===== src/rtl/bfp_scale_ctrl.sv =====
// Block-floating-point scale controller.
// Watches every butterfly output of one FFT stage and records the largest
// significant magnitude. At the end of the stage it produces the shift_value
// that keeps the next stage inside OUTPUT_WIDTH signed bits. It also keeps a
// running total of the right shifts applied across the frame.
module bfp_scale_ctrl #(
   parameter int DATA_WIDTH   = 23,
   parameter int OUTPUT_WIDTH = 11,
   parameter int SHIFT_WIDTH  = 5,
   parameter int SHIFT_TARGET = 12,
   parameter int FRAME_LEN    = 512,
   parameter int NUM_STAGES   = 9,
   parameter int EXP_WIDTH    = 8
) (
   input  logic                          clk,
   input  logic                          rst_n,
   input  logic                          start,
   input  logic                          in_valid,
   input  logic [DATA_WIDTH-1:0]         in_re,
   input  logic [DATA_WIDTH-1:0]         in_im,
   output logic [SHIFT_WIDTH-1:0]        shift_value,
   output logic                          shift_valid,
   output logic [$clog2(NUM_STAGES)-1:0] stage_idx,
   output logic [EXP_WIDTH-1:0]          exp_total,
   output logic                          busy,
   output logic                          done,
   output logic                          overrun
);

   localparam int CNT_W = $clog2(FRAME_LEN + 1);
   localparam int STG_W = $clog2(NUM_STAGES);
   localparam int EXP_W1 = EXP_WIDTH + 1;

   typedef enum logic [1:0] {IDLE, MEASURE, UPDATE, DONE} state_t;

   state_t state, next_state;

   logic [CNT_W-1:0]        sample_cnt;
   logic [DATA_WIDTH-2:0]   acc;
   logic [DATA_WIDTH-2:0]   mag_re, mag_im;
   logic [SHIFT_WIDTH-1:0]  r_amt;
   logic [SHIFT_WIDTH-1:0]  new_shift;
   logic [EXP_W1-1:0]       exp_sum;
   logic [EXP_WIDTH-1:0]    exp_next;
   logic                    last_sample;
   logic                    last_stage;
   int                      msb;
   int                      r_int;

   // One's-complement folding: negative samples map to the magnitude of their
   // significant bits, so -2^k and 2^k-1 occupy the same number of bits.
   always_comb begin
      mag_re = in_re[DATA_WIDTH-2:0] ^ {(DATA_WIDTH-1){in_re[DATA_WIDTH-1]}};
      mag_im = in_im[DATA_WIDTH-2:0] ^ {(DATA_WIDTH-1){in_im[DATA_WIDTH-1]}};
      last_sample = (sample_cnt == CNT_W'(FRAME_LEN - 1));
      last_stage  = (stage_idx == STG_W'(NUM_STAGES - 1));
   end

   // Find the top set bit of the stage accumulator and derive the right shift
   // needed so the next stage fits OUTPUT_WIDTH signed bits.
   always_comb begin
      msb = -1;
      for (int i = 0; i < DATA_WIDTH - 1; i++) begin
         if (acc[i]) begin
            msb = i;
         end
      end
      r_int = msb + 2 - OUTPUT_WIDTH;
      if (r_int < 0) begin
         r_int = 0;
      end
      if (r_int > SHIFT_TARGET) begin
         r_int = SHIFT_TARGET;
      end
      r_amt     = SHIFT_WIDTH'(r_int);
      new_shift = SHIFT_WIDTH'(SHIFT_TARGET) - r_amt;
      exp_sum   = {1'b0, exp_total} + EXP_W1'(r_amt);
      exp_next  = exp_sum[EXP_WIDTH] ? {EXP_WIDTH{1'b1}} : exp_sum[EXP_WIDTH-1:0];
   end

   // State register; reset aborts any frame in progress.
   always_ff @(posedge clk or negedge rst_n) begin
      if (!rst_n) begin
         state <= IDLE;
      end else begin
         state <= next_state;
      end
   end

   // Next-state logic: frame start, end of stage, end of frame.
   always_comb begin
      next_state = state;
      case (state)
         IDLE:    if (start) next_state = MEASURE;
         MEASURE: if (in_valid && last_sample) next_state = UPDATE;
         UPDATE:  next_state = last_stage ? DONE : MEASURE;
         DONE:    next_state = IDLE;
         default: next_state = IDLE;
      endcase
   end

   // Datapath: sample counting, magnitude accumulation, shift/exponent update
   // and the registered status outputs.
   always_ff @(posedge clk or negedge rst_n) begin
      if (!rst_n) begin
         sample_cnt  <= '0;
         acc         <= '0;
         shift_value <= SHIFT_WIDTH'(SHIFT_TARGET);
         shift_valid <= 1'b0;
         stage_idx   <= '0;
         exp_total   <= '0;
         busy        <= 1'b0;
         done        <= 1'b0;
         overrun     <= 1'b0;
      end else begin
         shift_valid <= 1'b0;
         done        <= (state == DONE);
         busy        <= (next_state == MEASURE) || (next_state == UPDATE);
         case (state)
            IDLE: begin
               if (start) begin
                  sample_cnt  <= '0;
                  acc         <= '0;
                  stage_idx   <= '0;
                  exp_total   <= '0;
                  overrun     <= 1'b0;
                  shift_value <= SHIFT_WIDTH'(SHIFT_TARGET);
               end
            end
            MEASURE: begin
               if (in_valid) begin
                  acc        <= acc | mag_re | mag_im;
                  sample_cnt <= sample_cnt + 1'b1;
               end
            end
            UPDATE: begin
               shift_value <= new_shift;
               exp_total   <= exp_next;
               shift_valid <= 1'b1;
               acc         <= '0;
               sample_cnt  <= '0;
               if (in_valid) begin
                  overrun <= 1'b1;
               end
               if (!last_stage) begin
                  stage_idx <= stage_idx + 1'b1;
               end
            end
            default: begin
            end
         endcase
      end
   end

endmodule


===== config.mk =====
export PLATFORM = sky130hd
export DESIGN_NAME = bfp_scale_ctrl
export DESIGN_NICKNAME = d
export VERILOG_FILES = /design/src/rtl/bfp_scale_ctrl.sv
export SDC_FILE = /design/constraint.sdc
export NUM_CORES = 1
export LEC_CHECK = 0
export CAP_MARGIN = 0
export CORE_ASPECT_RATIO = 1.4
export CORE_MARGIN = 2
export CORE_UTILIZATION = 50
export DETAILED_ROUTE_END_ITERATION = 8
export PLACE_DENSITY_LB_ADDON = 0.08
export SLEW_MARGIN = 15
export SYNTH_ARGS = -nofsm -noshare
export SYNTH_HDL_FRONTEND = slang
export SYNTH_SLANG_ARGS = --single-unit

===== constraint.sdc =====
create_clock -name clk -period 9.7 [get_ports clk]
set_input_delay 2.91 -clock clk [delete_from_list [all_inputs] [get_ports clk]]
set_output_delay 2.91 -clock clk [all_outputs]
set_load 0.005 [all_outputs]

After elaboration in Yosys (flattened, before gate mapping)
Index checks and enable logic that the tools add are counted.
{ "totals": {"regBits": 55, "out_inout_bits": 21, "word_cells": 88} }
{ "op_classes": {"addsub": 6, "order_cmp": 2, "n_eq_ne": 11, "mux": 46, "bitwise": 4, "reduce_logical": 9} }
{ "op_table": {"columns": ["cell", "count"], "rows": [
  ["$mux 32", 23],
  ["$pmux 22 s3", 1],
  ["$mux 22", 2],
  ["$or 22x22->22", 2],
  ["$xor 22x22->22", 2],
  ["$add 32x3->32 const B", 1],
  ["$gt 32x5->1 const B", 1],
  ["$lt 32x1->1 const B", 1],
  ["$sub 32x5->32 const B", 1],
  ["$pmux 10 s3", 1],
  ["$mux 10", 2],
  ["$mux 8", 2],
  ["$pmux 8 s2", 1],
  ["$add 10x1->10 const B", 1],
  ["$eq 10x9->1 const B", 1],
  ["$mux 5", 2],
  ["$pmux 5 s2", 1],
  ["$add 8x5->9", 1],
  ["$reduce_and 3->1", 3],
  ["$mux 4", 2],
  ["$ne 2x2->1 const B", 4],
  ["$pmux 2 s4", 1],
  ["$pmux 4 s2", 1],
  ["$eq 2x2->1 const B", 3],
  ["other kinds (13)", 18]
]} }

Depth between registers and ports, before layout
Gate-level depths: netlist of the first run.
{ "depth": {"ltp_word": 31, "mapped_depth": 25, "depth_no_buf": 25} }

Least setup slack after synthesis of the first run
OpenSTA, ideal clock, no wires.
{ "synth_path": {"path_kind": "register -> register", "start": "register acc[8]", "end": "register exp_total[5]", "arrival_time_ps": 5076, "required_ps": 9618, "path_slack_ps": 4542, "path_stages_with_launch": 24, "path_buffers": 0, "synth_period_minus_slack_ps": 5158, "path_cell_list": "dfrtp_1 o311ai_0 a2111oi_4 nand2b_1 ha_1 or2_2 nand3_1 ha_1 nor4b_1 nand4_1 a2111oi_0 nand2_1 a2111oi_4 and2_1 ha_1 inv_1 fa_1 nor2b_1 o21ai_0 a21oi_1 nor2_1 nor2_1 a21oi_1 o22ai_1"} }
{ "synth_via": {"elab_chain_len": 23} }
{ "synth_lines": {"columns": ["item", "line", "text"], "rows": [
  ["from (decl)", "39", "logic [DATA_WIDTH-2:0] acc;"],
  ["from (signal assigned)", "132", "acc <= acc | mag_re | mag_im;"],
  ["$mux 32 * (14 in series)", "64", "if (acc[i]) begin"],
  ["$add 32x3->32 *", "68", "r_int = msb + 2 - OUTPUT_WIDTH;"],
  ["$sub 32x5->32 *", "68", null],
  ["$lt 32x1->1", "69", "if (r_int < 0) begin"],
  ["$mux 32 *", "69", null],
  ["$gt 32x5->1", "72", "if (r_int > SHIFT_TARGET) begin"],
  ["$mux 5 *", "72", null],
  ["$add 8x5->9 *", "77", "exp_sum = {1'b0, exp_total} + EXP_W1'(r_amt);"],
  ["$mux 8 *", "78", "exp_next = exp_sum[EXP_WIDTH] ? {EXP_WIDTH{1'b1}} : exp_sum[EXP_WIDTH-1:0];"],
  ["$pmux 8 s2 *", "119", "case (state)"],
  ["to (signal assigned)", "138", "exp_total <= exp_next;"],
  ["to (decl)", "24", "output logic [EXP_WIDTH-1:0] exp_total,"]
]} }
Mark *: on every way between the ends. The rest lies on a longest branch, timed or not.
A chain may end at the register's enable or synchronous reset.

Worst setup path in the final report of the first run
Same ends and word-level chain as after synthesis.

==> results of run 1 <==
[worst max path at each step]
stage / start / end / depth (start not counted) / slack (ps)
detailed placement: acc[8]$_DFFE_PN0P_ / exp_total[5]$_DFFE_PN0P_ / 23 / 3940
global placement: acc[8]$_DFFE_PN0P_ / exp_total[4]$_DFFE_PN0P_ / 23 / 4080
finish: acc[8]$_DFFE_PN0P_ / exp_total[5]$_DFFE_PN0P_ / 23 / 3940
CTS: acc[8]$_DFFE_PN0P_ / exp_total[5]$_DFFE_PN0P_ / 23 / 3900
global route: acc[0]$_DFFE_PN0P_ / exp_total[5]$_DFFE_PN0P_ / 25 / 3310
floorplan: acc[8]$_DFFE_PN0P_ / exp_total[5]$_DFFE_PN0P_ / 23 / 4540
[synth_stat cells (6+ instances only)]
library cell  number  area (um2)
dfrtp_1           53        1326
a21oi_1           40       200.2
o21ai_0           21       105.1
xnor2_1           40       350.3
nor2_1            47       176.4
nand2b_1           6       37.54
ha_1              17       212.7
clkbuf_1          11       41.29
xor2_1            13       113.9
nor3_1             7       35.03
nand3_1           12       60.06
nand2_1           47       176.4
inv_1             17       63.81
[report_power, final]
group,switching [mW],internal (mW)
clock network,0.0770,0.0523
logic,0.0638,0.0661
registers,0.0364,0.256
total,0.177,0.375
[flip-flops by register name, summed over array words and instances, names as in the netlist]
name	flops
shift_value	5
shift_valid	1
done	1
exp_total	8
state	2
acc	22
overrun	1
busy	1
stage_idx	4
sample_cnt	10
[area by class of cell]
| class | instances | area, um2 | area share |
|---|---|---|---|
| clock buffer | 5 | 68.82 | 0.01524 |
| multi-input combinational | 327 | 2152 | 0.4767 |
| tap | 95 | 118.9 | 0.02633 |
| timing repair buffer | 73 | 708.2 | 0.1569 |
| clock inverter | 3 | 23.77 | 0.005266 |
| inverter | 17 | 63.81 | 0.01414 |
| sequential | 55 | 1379 | 0.3054 |
[per-layer routing]
layer / routed length (um) / global-route usage
met2: 4071 / 0.3693
met5: 0 / 0
met4: 102 / 0.05195
met1: 3130 / 0.2286
met3: 287 / 0.02850
[through the flow]
stage | util | area (um2)
after floorplan | - | 3649
after global placement | 0.6307 | 4432
after detailed placement | 0.6307 | 4432
after CTS | 0.6439 | 4524
after global routing | 0.6425 | 4514
final | 0.6425 | 4514
[layout by cell type, fill, tap and decap left out, drive strengths merged, types with 3 or more instances in the layout]
| master | instances |
|---|---|
| dfrtp | 53 |
| nand4 | 4 |
| buf | 6 |
| a21o | 3 |
| nor2b | 4 |
| xor2 | 13 |
| nand3 | 12 |
| ha | 17 |
| nor3 | 8 |
| nand2 | 47 |
| o21ai | 22 |
| or2 | 3 |
| nand2b | 6 |
| clkdlybuf4s50 | 67 |
| nor4 | 5 |
| a22o | 4 |
| a21oi | 41 |
| nor2 | 47 |
| clkbuf | 5 |
| xnor2 | 40 |
| and3 | 4 |
| a2111oi | 5 |
| o31ai | 4 |
| inv | 18 |
| and2 | 3 |
[worst min-delay path, delay by kind of cell, from the launching register on]
family / cells / cell delay, ps
AND/OR/NAND/NOR: 1 / 50
AO/OA/AOI/OAI: 1 / 60
flip-flops: 1 / 360
[logic make-up after synthesis]
group	count (synthesis)	share of synthesized area
other cells	1	0.001028
mux	3	0.008916
buf+inv	32	0.03292
simple gates	153	0.2034
flops	55	0.3779
compound gates	99	0.1848
fa+ha+maj	18	0.06379
xor+xnor	53	0.1272
==> results.toml, run 1 <==
[floorplan]
row_count = 36
core-area_mm2 = 0.007027
die_w_um = 76.20
die_h_um = 105.1
initial_core_util = 0.5192
top_level_ports = 71
dieArea_mm2 = 0.008006

[yosys]
syn_inst = 414
async_reset_ff_frac = 1.000
synth.distinct_cells = 62
ys_seq_area_frac = 0.3779
synth-edff-count = 0
synth_area_mm2 = 0.003648
ys_ff_latch = 55
ys.flop_type = "dfrtp_1"
avgSynthCellArea_um2 = 8.813
yosysWarnings = 0
syn_nets = 482

[critical_path]
r2r_end = "exp_total[5]$_DFFE_PN0P_"
cp.buffers_inverters = 1
worstPathRequired_ps = 9920
crit_top_cell = "ha_1"
cp-end-kind = "flip-flop"
worst-path-max-fanout = 6
crit_arrival_ps = 5980
cp_cell_sequence = "o311ai_0 -> a2111oi_4 -> nand2b_1 -> ha_1 -> or2_2 -> nand3_1 -> ha_1 -> nor4b_1 -> nand4_1 -> a2111oi_0 -> nand2_1 -> a2111oi_4 -> and2_1 -> ha_1 -> inv_1 -> fa_1 -> nor2b_1 -> o21ai_0 -> a21oi_1 -> nor2_1 -> nor2_1 -> a21oi_1 -> o22ai_1"
cp_top_family = "compound AO/OA/AOI/OAI gates"
critPathKind = "reg -> reg"
r2r_setup_slack_ps = 3940
crit_path_top_delay_cell = "o311ai_0"
cp_slowest_stage_delay_ps = 590
r2r-start = "acc[8]$_DFFE_PN0P_"
reg2reg_depth = 23
start_kind = "flip-flop"

[clock_network]
clkTransAtPathRegs_ps = 100
clk_latency_ps = 310
clockBufferDepth = 2
post_cts_resized = 0
cts_hold_buf = 0
cts_tree = "done"
cts_setup_buffers = 0
cts.sinks = 55
cts_root_buffer = "clkbuf_8"
htree_levels = 2
cts_buffers = 5

[placement]
place.gp.congestion = 0.8777
portBuffers = 70
dpl.cell_count = 567
place_hpwl_um = 5836
pre_cts_ws_ps = 3943

[timing]
period_minus_slack_ps = 5761
drv_slew = 0
tns_ps = 0
finalCritPeriodShare = 0.5939
layout_setup_ws_ps = 3939
fmax_mhz = 173.6
rsz0062_at_grt = "no"
tightest_slew_ps = 1053
skew_ps = 11.90
finalSetupViolCount = 0
maxSlewHeadroom = 0.2935
holdWs_ps = 495.1
hold_viol_final = 0

[power_and_ir_drop]
vdd_drop_max_mv = 0.09720
cellLeakagePower_nw = 1.838
finalPower_uw = 551.7
power_density_mw_per_mm2 = 122.2

[global_routing]
gr-total-overflow = 0
grt_pass1_vias = 2994
grt_max_degree = 56
grt_pass1_wl_um = 13170
grt_usage = 0.1953
antenna_found_initial = 0

[finish]
syn_to_final_growth_pct = 23.73
drive_gt1_frac = 0.07292
num-nets-final = 547
fillers = 645
diodes = 0
final_cell_count_no_fill = 575

[worst_hold_path]
min_path_type = "reg -> reg"
hold_depth = 2
min_to = "shift_value[4]$_DFFE_PN0P_"
min_from = "shift_value[4]$_DFFE_PN0P_"

[route]
vias = 3122
drt-initial-drc-count = 82
drc_errors = 0
firstDrtPassIters = 4
wl_per_cell_um = 13.20
postRouteAntennaNets = 0
viasPerCell = 5.430
totalWireLength_um = 7590

[flow_run]
maxCapViolations = 0

[outcome]
status = "finished, final reports clean"
Note: power is estimated with default switching activity, not from simulation.
==> run 2, diff against run 1 <==
--- a/config.mk
+++ b/config.mk
@@ -8,7 +8,7 @@
 export CAP_MARGIN = 0
 export CORE_ASPECT_RATIO = 1.4
 export CORE_MARGIN = 2
-export CORE_UTILIZATION = 50
+export CORE_UTILIZATION = 47
 export DETAILED_ROUTE_END_ITERATION = 8
 export PLACE_DENSITY_LB_ADDON = 0.08
 export SLEW_MARGIN = 15
==> constraint.sdc (replaced) <==
create_clock -name clk -period 4.91 [get_ports clk]
set_input_delay 1.473 -clock clk [delete_from_list [all_inputs] [get_ports clk]]
set_output_delay 1.473 -clock clk [all_outputs]
set_load 0.005 [all_outputs]
==> run 2 against run 1 <==
The run now ends with negative setup slack left. Highest routed layer unchanged. Non-clock buffer count rose by 46. Flip-flop and latch count did not move. Critical path depth did not move. Design area rose by 13%. Hold slack improved by 15 ps. Fmax rose by 15%. Die area rose by 6.1%. Critical endpoint is now exp_total[6]$_DFFE_PN0P_.
==> results.toml, run 2 (synthesis gave the netlist of run 1 again) <==
[timing]
maxSlewHeadroom = 0.5354
drv_slew = 0
period_minus_slack_ps = 5014
hold_viol_final = 0
finalSetupViolCount = 8
fmax_mhz = 199.5
tns_ps = -513.2
rsz0062_at_grt = "yes"
skew_ps = 9.266
finalCritPeriodShare = 1.021
layout_setup_ws_ps = -103.8
tightest_slew_ps = 697.0

[finish]
stdcell_area_mm2 = 0.005124
diodes = 0
reg_top3 = "acc (22), sample_cnt (10), exp_total (8)"
largest_register_ffs = 22
num-nets-final = 593
regMostFlops = "acc"
final_common_cell = "clkdlybuf4s50_1"
syn_to_final_growth_pct = 40.43
drive_gt1_frac = 0.2110
final_cell_mix = "69 x clkdlybuf4s50_1, 52 x dfrtp_1, 49 x buf_4"

[placement]
place.gp.congestion = 0.8744
place_hpwl_um = 6660
dpl_cell_area_mm2 = 0.004716
portBuffers = 70

[global_routing]
grt_usage = 0.2133
grt_pass1_vias = 3146
gr-total-overflow = 0
grt_pass1_wl_um = 14520
grt_max_degree = 32
antenna_found_initial = 0

[worst_hold_path]
min_path_type = "reg -> reg"

[critical_path]
cp_cell_sequence = "buf_4 -> buf_4 -> or4_1 -> and3b_2 -> nor2_1 -> a31o_2 -> nand2_2 -> ha_4 -> nor4b_4 -> nand4_1 -> a2111oi_4 -> nand2_1 -> a2111oi_4 -> and2_1 -> ha_2 -> inv_2 -> fa_2 -> nor2b_1 -> o21ai_2 -> a21oi_2 -> nor2_4 -> o31ai_2 -> a21oi_1"
r2r_setup_slack_ps = -100
r2r-start = "acc[1]$_DFFE_PN0P_"
startpoint = "acc[1]$_DFFE_PN0P_"
worstPathRequired_ps = 5090
crit_arrival_ps = 5190
setup.worst_path.end = "exp_total[6]$_DFFE_PN0P_"
worst-path-max-fanout = 4
cp_slowest_stage_delay_ps = 480
start_kind = "flip-flop"
reg2reg_depth = 23
r2r_end = "exp_total[6]$_DFFE_PN0P_"
crit_path_top_delay_cell = "or4_1"
critPathKind = "reg -> reg"
cp-end-kind = "flip-flop"

[floorplan]
initial_core_util = 0.4766
dieArea_mm2 = 0.008494
top_level_ports = 71
core-area_mm2 = 0.007655
row_count = 38
die_w_um = 78.47
die_h_um = 108.3

[power_and_ir_drop]
vdd_drop_max_mv = 0.1311
finalPower_mw = 1.238
cellLeakagePower_nw = 2.108
power_density_mw_per_mm2 = 241.7

[route]
viasPerCell = 5.398
drc_errors = 0
postRouteAntennaNets = 0
firstDrtPassIters = 4
vias = 3379
wl_per_cell_um = 14.46
drt-initial-drc-count = 149
totalWireLength_um = 9053

[clock_network]
htree_levels = 2
clockBufferDepth = 2
cts_root_buffer = "clkbuf_8"
clkTransAtPathRegs_ps = 110
cts_tree = "done"
cts.sinks = 55
clk_latency_ps = 310
cts_buffers = 5

[outcome]
status = "complete, but fails checks"
violations = "negative setup slack"

[flow_run]
maxCapViolations = 0
## run 2: critical path, delay by kind of cell (launching register included)
kind            cells  cell delay (ps)
flops               1              410
fa+ha+maj           3              720
buf+inv             3              300
compound gates      7             1500
simple gates       10             1940
## run 2: per-layer routing
| metal | up-vias | global-route usage | share of wire |
|---|---|---|---|
| met2 | 94 | 0.4169 | 0.57 |
| met5 | - | 0 | 0 |
| met1 | 1610 | 0.2437 | 0.38 |
| li1 | 1658 | - | - |
| met4 | 0 | 0.06266 | 0.024 |
| met3 | 17 | 0.01836 | 0.034 |
## run 2: final cells by class
type | instances | area (um2)
multi-input cells | 327 | 2375
inverters | 17 | 63.81
clock buffers | 5 | 68.82
well taps | 100 | 125.1
clock inverters | 3 | 47.55
flip-flops and latches | 55 | 1380
fillers | 624 | 2531
repair buffers | 119 | 1064
## run 2: stage by stage
stage | cells | util | setup slack [ps] | hold slack, ps
after floorplan | 414 | - | 15.23 | 472.6
after global placement | 607 | 0.6161 | -136.6 | 466.7
after detailed placement | 607 | 0.6161 | -287.0 | 473.0
after CTS | 619 | 0.6393 | 10.53 | 503.1
after global routing | 626 | 0.6693 | -349.5 | 528.6
final | 626 | 0.6693 | -103.8 | 510.2
## run 2: power breakdown
part           switching (mW)  internal, mW
registers              0.0732         0.506
clock network           0.161         0.155
logic                   0.155         0.188
## run 2: worst min-delay path by stage
stage | startpoint | end | slack (ps) | depth (start not counted)
after floorplan | shift_value[4]$_DFFE_PN0P_ | shift_value[4]$_DFFE_PN0P_ | 470 | 2
after global placement | shift_value[4]$_DFFE_PN0P_ | shift_value[4]$_DFFE_PN0P_ | 470 | 2
after detailed placement | shift_value[4]$_DFFE_PN0P_ | shift_value[4]$_DFFE_PN0P_ | 470 | 2
after CTS | shift_value[4]$_DFFE_PN0P_ | shift_value[4]$_DFFE_PN0P_ | 500 | 2
after global routing | shift_value[4]$_DFFE_PN0P_ | shift_value[4]$_DFFE_PN0P_ | 530 | 2
final | shift_value[0]$_DFFE_PN0P_ | shift_value[0]$_DFFE_PN0P_ | 510 | 1
## run 2: timing repair
action                     in CTS  in global routing
gates resized for setup         8                 34
setup endpoints to repair       8                  8
hold buffers                    0                  0
pin swaps                      13                 25
setup buffers                   4                  7
==> run 3, diff against run 2 <==
--- a/config.mk
+++ b/config.mk
@@ -8,7 +8,8 @@
 export CAP_MARGIN = 0
 export CORE_ASPECT_RATIO = 1.4
 export CORE_MARGIN = 2
-export CORE_UTILIZATION = 47
+export CORE_UTILIZATION = 30
+export CTS_CLUSTER_DIAMETER = 80
 export DETAILED_ROUTE_END_ITERATION = 8
 export PLACE_DENSITY_LB_ADDON = 0.08
 export SLEW_MARGIN = 15
==> constraint.sdc (replaced) <==
create_clock -name clk -period 6.14 [get_ports clk]
set_input_delay 1.842 -clock clk [delete_from_list [all_inputs] [get_ports clk]]
set_output_delay 1.842 -clock clk [all_outputs]
set_load 0.005 [all_outputs]
==> run 3 against run 2 <==
The flow now finishes without violations. Wire length shrank 1.6%. Flip-flop and latch count is the same. Non-clock buffer count is 43 lower. Utilization decreased by 27 points. Final cell count is 0.48% higher. Combinational power fell by 39%. Clock-buffer cell count is the same. Global-route usage down 7.1 points. Largest cell class unchanged.
==> results.toml, run 3 (synthesis gave the netlist of run 1 again) <==
[critical_path]
start_kind = "flip-flop"
cp_cell_sequence = "o311ai_2 -> o311ai_0 -> a2111oi_4 -> nand2b_1 -> ha_1 -> or2_2 -> nand3_1 -> ha_1 -> nor4b_1 -> nand4_1 -> a2111oi_2 -> nand2_1 -> a2111oi_4 -> and2_1 -> ha_1 -> inv_1 -> fa_1 -> nor2b_1 -> o21ai_0 -> a21oi_1 -> nor2_1 -> nor2_2 -> nor2b_1 -> o22ai_1"
critPathKind = "reg -> reg"
crit_arrival_ps = 5870
crit_top_cell = "ha_1"
worstPathRequired_ps = 6350
cp_slowest_stage_delay_ps = 520
cp-end-kind = "flip-flop"
crit_path_top_delay_cell = "a2111oi_4"
worst-path-max-fanout = 6
r2r-start = "acc[2]$_DFFE_PN0P_"
startpoint = "acc[2]$_DFFE_PN0P_"
reg2reg_depth = 24

[route]
viasPerCell = 4.928
drc_errors = 0
totalWireLength_um = 8909
vias = 3100
postRouteAntennaNets = 0
firstDrtPassIters = 4
drt-initial-drc-count = 85
wl_per_cell_um = 14.16

[clock_network]
cts.sinks = 55
cts_root_buffer = "clkbuf_16"
clk_latency_ps = 300
htree_levels = 2
cts_buffers = 5
clkTransAtPathRegs_ps = 70
clockBufferDepth = 2
cts_tree = "done"
cts_hold_buf = 0

[floorplan]
dieArea_mm2 = 0.01307
die_h_um = 134.5
row_count = 47
initial_core_util = 0.3087
top_level_ports = 71
die_w_um = 97.21
core-area_mm2 = 0.01182

[finish]
regMostFlops = "acc"
drive_gt1_frac = 0.07676
final_cell_mix = "69 x clkdlybuf4s50_1, 53 x dfrtp_1, 47 x nand2_1"
reg_top3 = "acc (22), sample_cnt (10), exp_total (8)"
final_common_cell = "clkdlybuf4s50_1"
num-nets-final = 550
syn_to_final_growth_pct = 28.70
utilization = 0.3973
diodes = 0
fillers = 1204
largest_register_ffs = 22

[timing]
holdWs_ps = 487.3
period_minus_slack_ps = 5659
finalCritPeriodShare = 0.9216
drv_slew = 0
fmax_mhz = 176.7
maxSlewHeadroom = 0.4301
skew_ps = 7.228
tightest_slew_ps = 852.9
hold_viol_final = 0
finalSetupViolCount = 0
tns_ps = 0

[outcome]
status = "finished, final reports clean"

[global_routing]
grt_max_degree = 56
antenna_found_initial = 0
grt_pass1_vias = 3144
grt_usage = 0.1418
gr-total-overflow = 0
grt_pass1_wl_um = 15080

[power_and_ir_drop]
vdd_drop_max_mv = 0.1465
power_density_mw_per_mm2 = 212.7
cellLeakagePower_nw = 1.883

[flow_run]
maxCapViolations = 0

[worst_hold_path]
hold_depth = 2
min_path_type = "reg -> reg"
min_from = "shift_value[4]$_DFFE_PN0P_"

[placement]
portBuffers = 70
place_hpwl_um = 6919
place.gp.congestion = 0.7845
## run 3: report_power, final
part,switching (mW),internal (mW),total (mW),leakage [nW]
clock,0.135,0.190,0.326,0.0759
combinational,0.103,0.106,0.209,1.15
sequential,0.0589,0.405,0.464,0.654
total,0.297,0.702,0.999,1.88
## run 3: stage by stage
stage	instances	instance area (um2)	total power [mW]	worst slack, ps
after floorplan	414	3649	0.5876	981.8
after global placement	621	4517	0.6791	505.1
after detailed placement	621	4517	0.6817	338.4
after CTS	628	4679	1.012	276.7
after global routing	629	4696	1.055	-3.363
final	629	4696	0.9987	481.5
## run 3: per-layer routing
| metal | vias up | GRT usage | share of wire |
|---|---|---|---|
| met3 | 10 | 0.02329 | 0.033 |
| met5 | - | 0 | 0 |
| met4 | 0 | 0.05321 | 0.018 |
| met2 | 65 | 0.2774 | 0.54 |
| met1 | 1449 | 0.1508 | 0.41 |
| li1 | 1576 | - | - |
## run 3: final timing paths
path	to	slack (ps)
max in group asynchronous	sample_cnt[4]$_DFFE_PN0P_	3990
setup reg to reg	exp_total[1]$_DFFE_PN0P_	480
hold / removal	shift_value[4]$_DFFE_PN0P_	490
setup / recovery	exp_total[1]$_DFFE_PN0P_	480
min in group asynchronous	shift_value[1]$_DFFE_PN0P_	1670
hold reg to reg	shift_value[4]$_DFFE_PN0P_	490
## run 3: worst max-delay path, delay by kind of cell (launching register included)
kind                       cells  cell delay, ps
AOI/OAI and AO/OA              8            2350
and+or+nand+nor               11            1750
adders and majority gates      4            1000
DFF                            1             410
buffers and inverters          1              50
## run 3: final cells by class
type	instances	area (um2)	area share
Clock buffer	5	125.1	0.02665
Clock inverter	2	37.54	0.007994
Inverter	17	63.81	0.01359
Multi-Input combinational cell	327	2166	0.4612
Sequential cell	55	1379	0.2936
Tap cell	147	183.9	0.03917
Timing Repair Buffer	76	740.7	0.1577
## run 3: what timing repair did
item | 4_1_cts | 5_1_grt
setup endpoints to repair | 0 | 7
resized for setup | 0 | 3
buffers inserted | 0 | 1
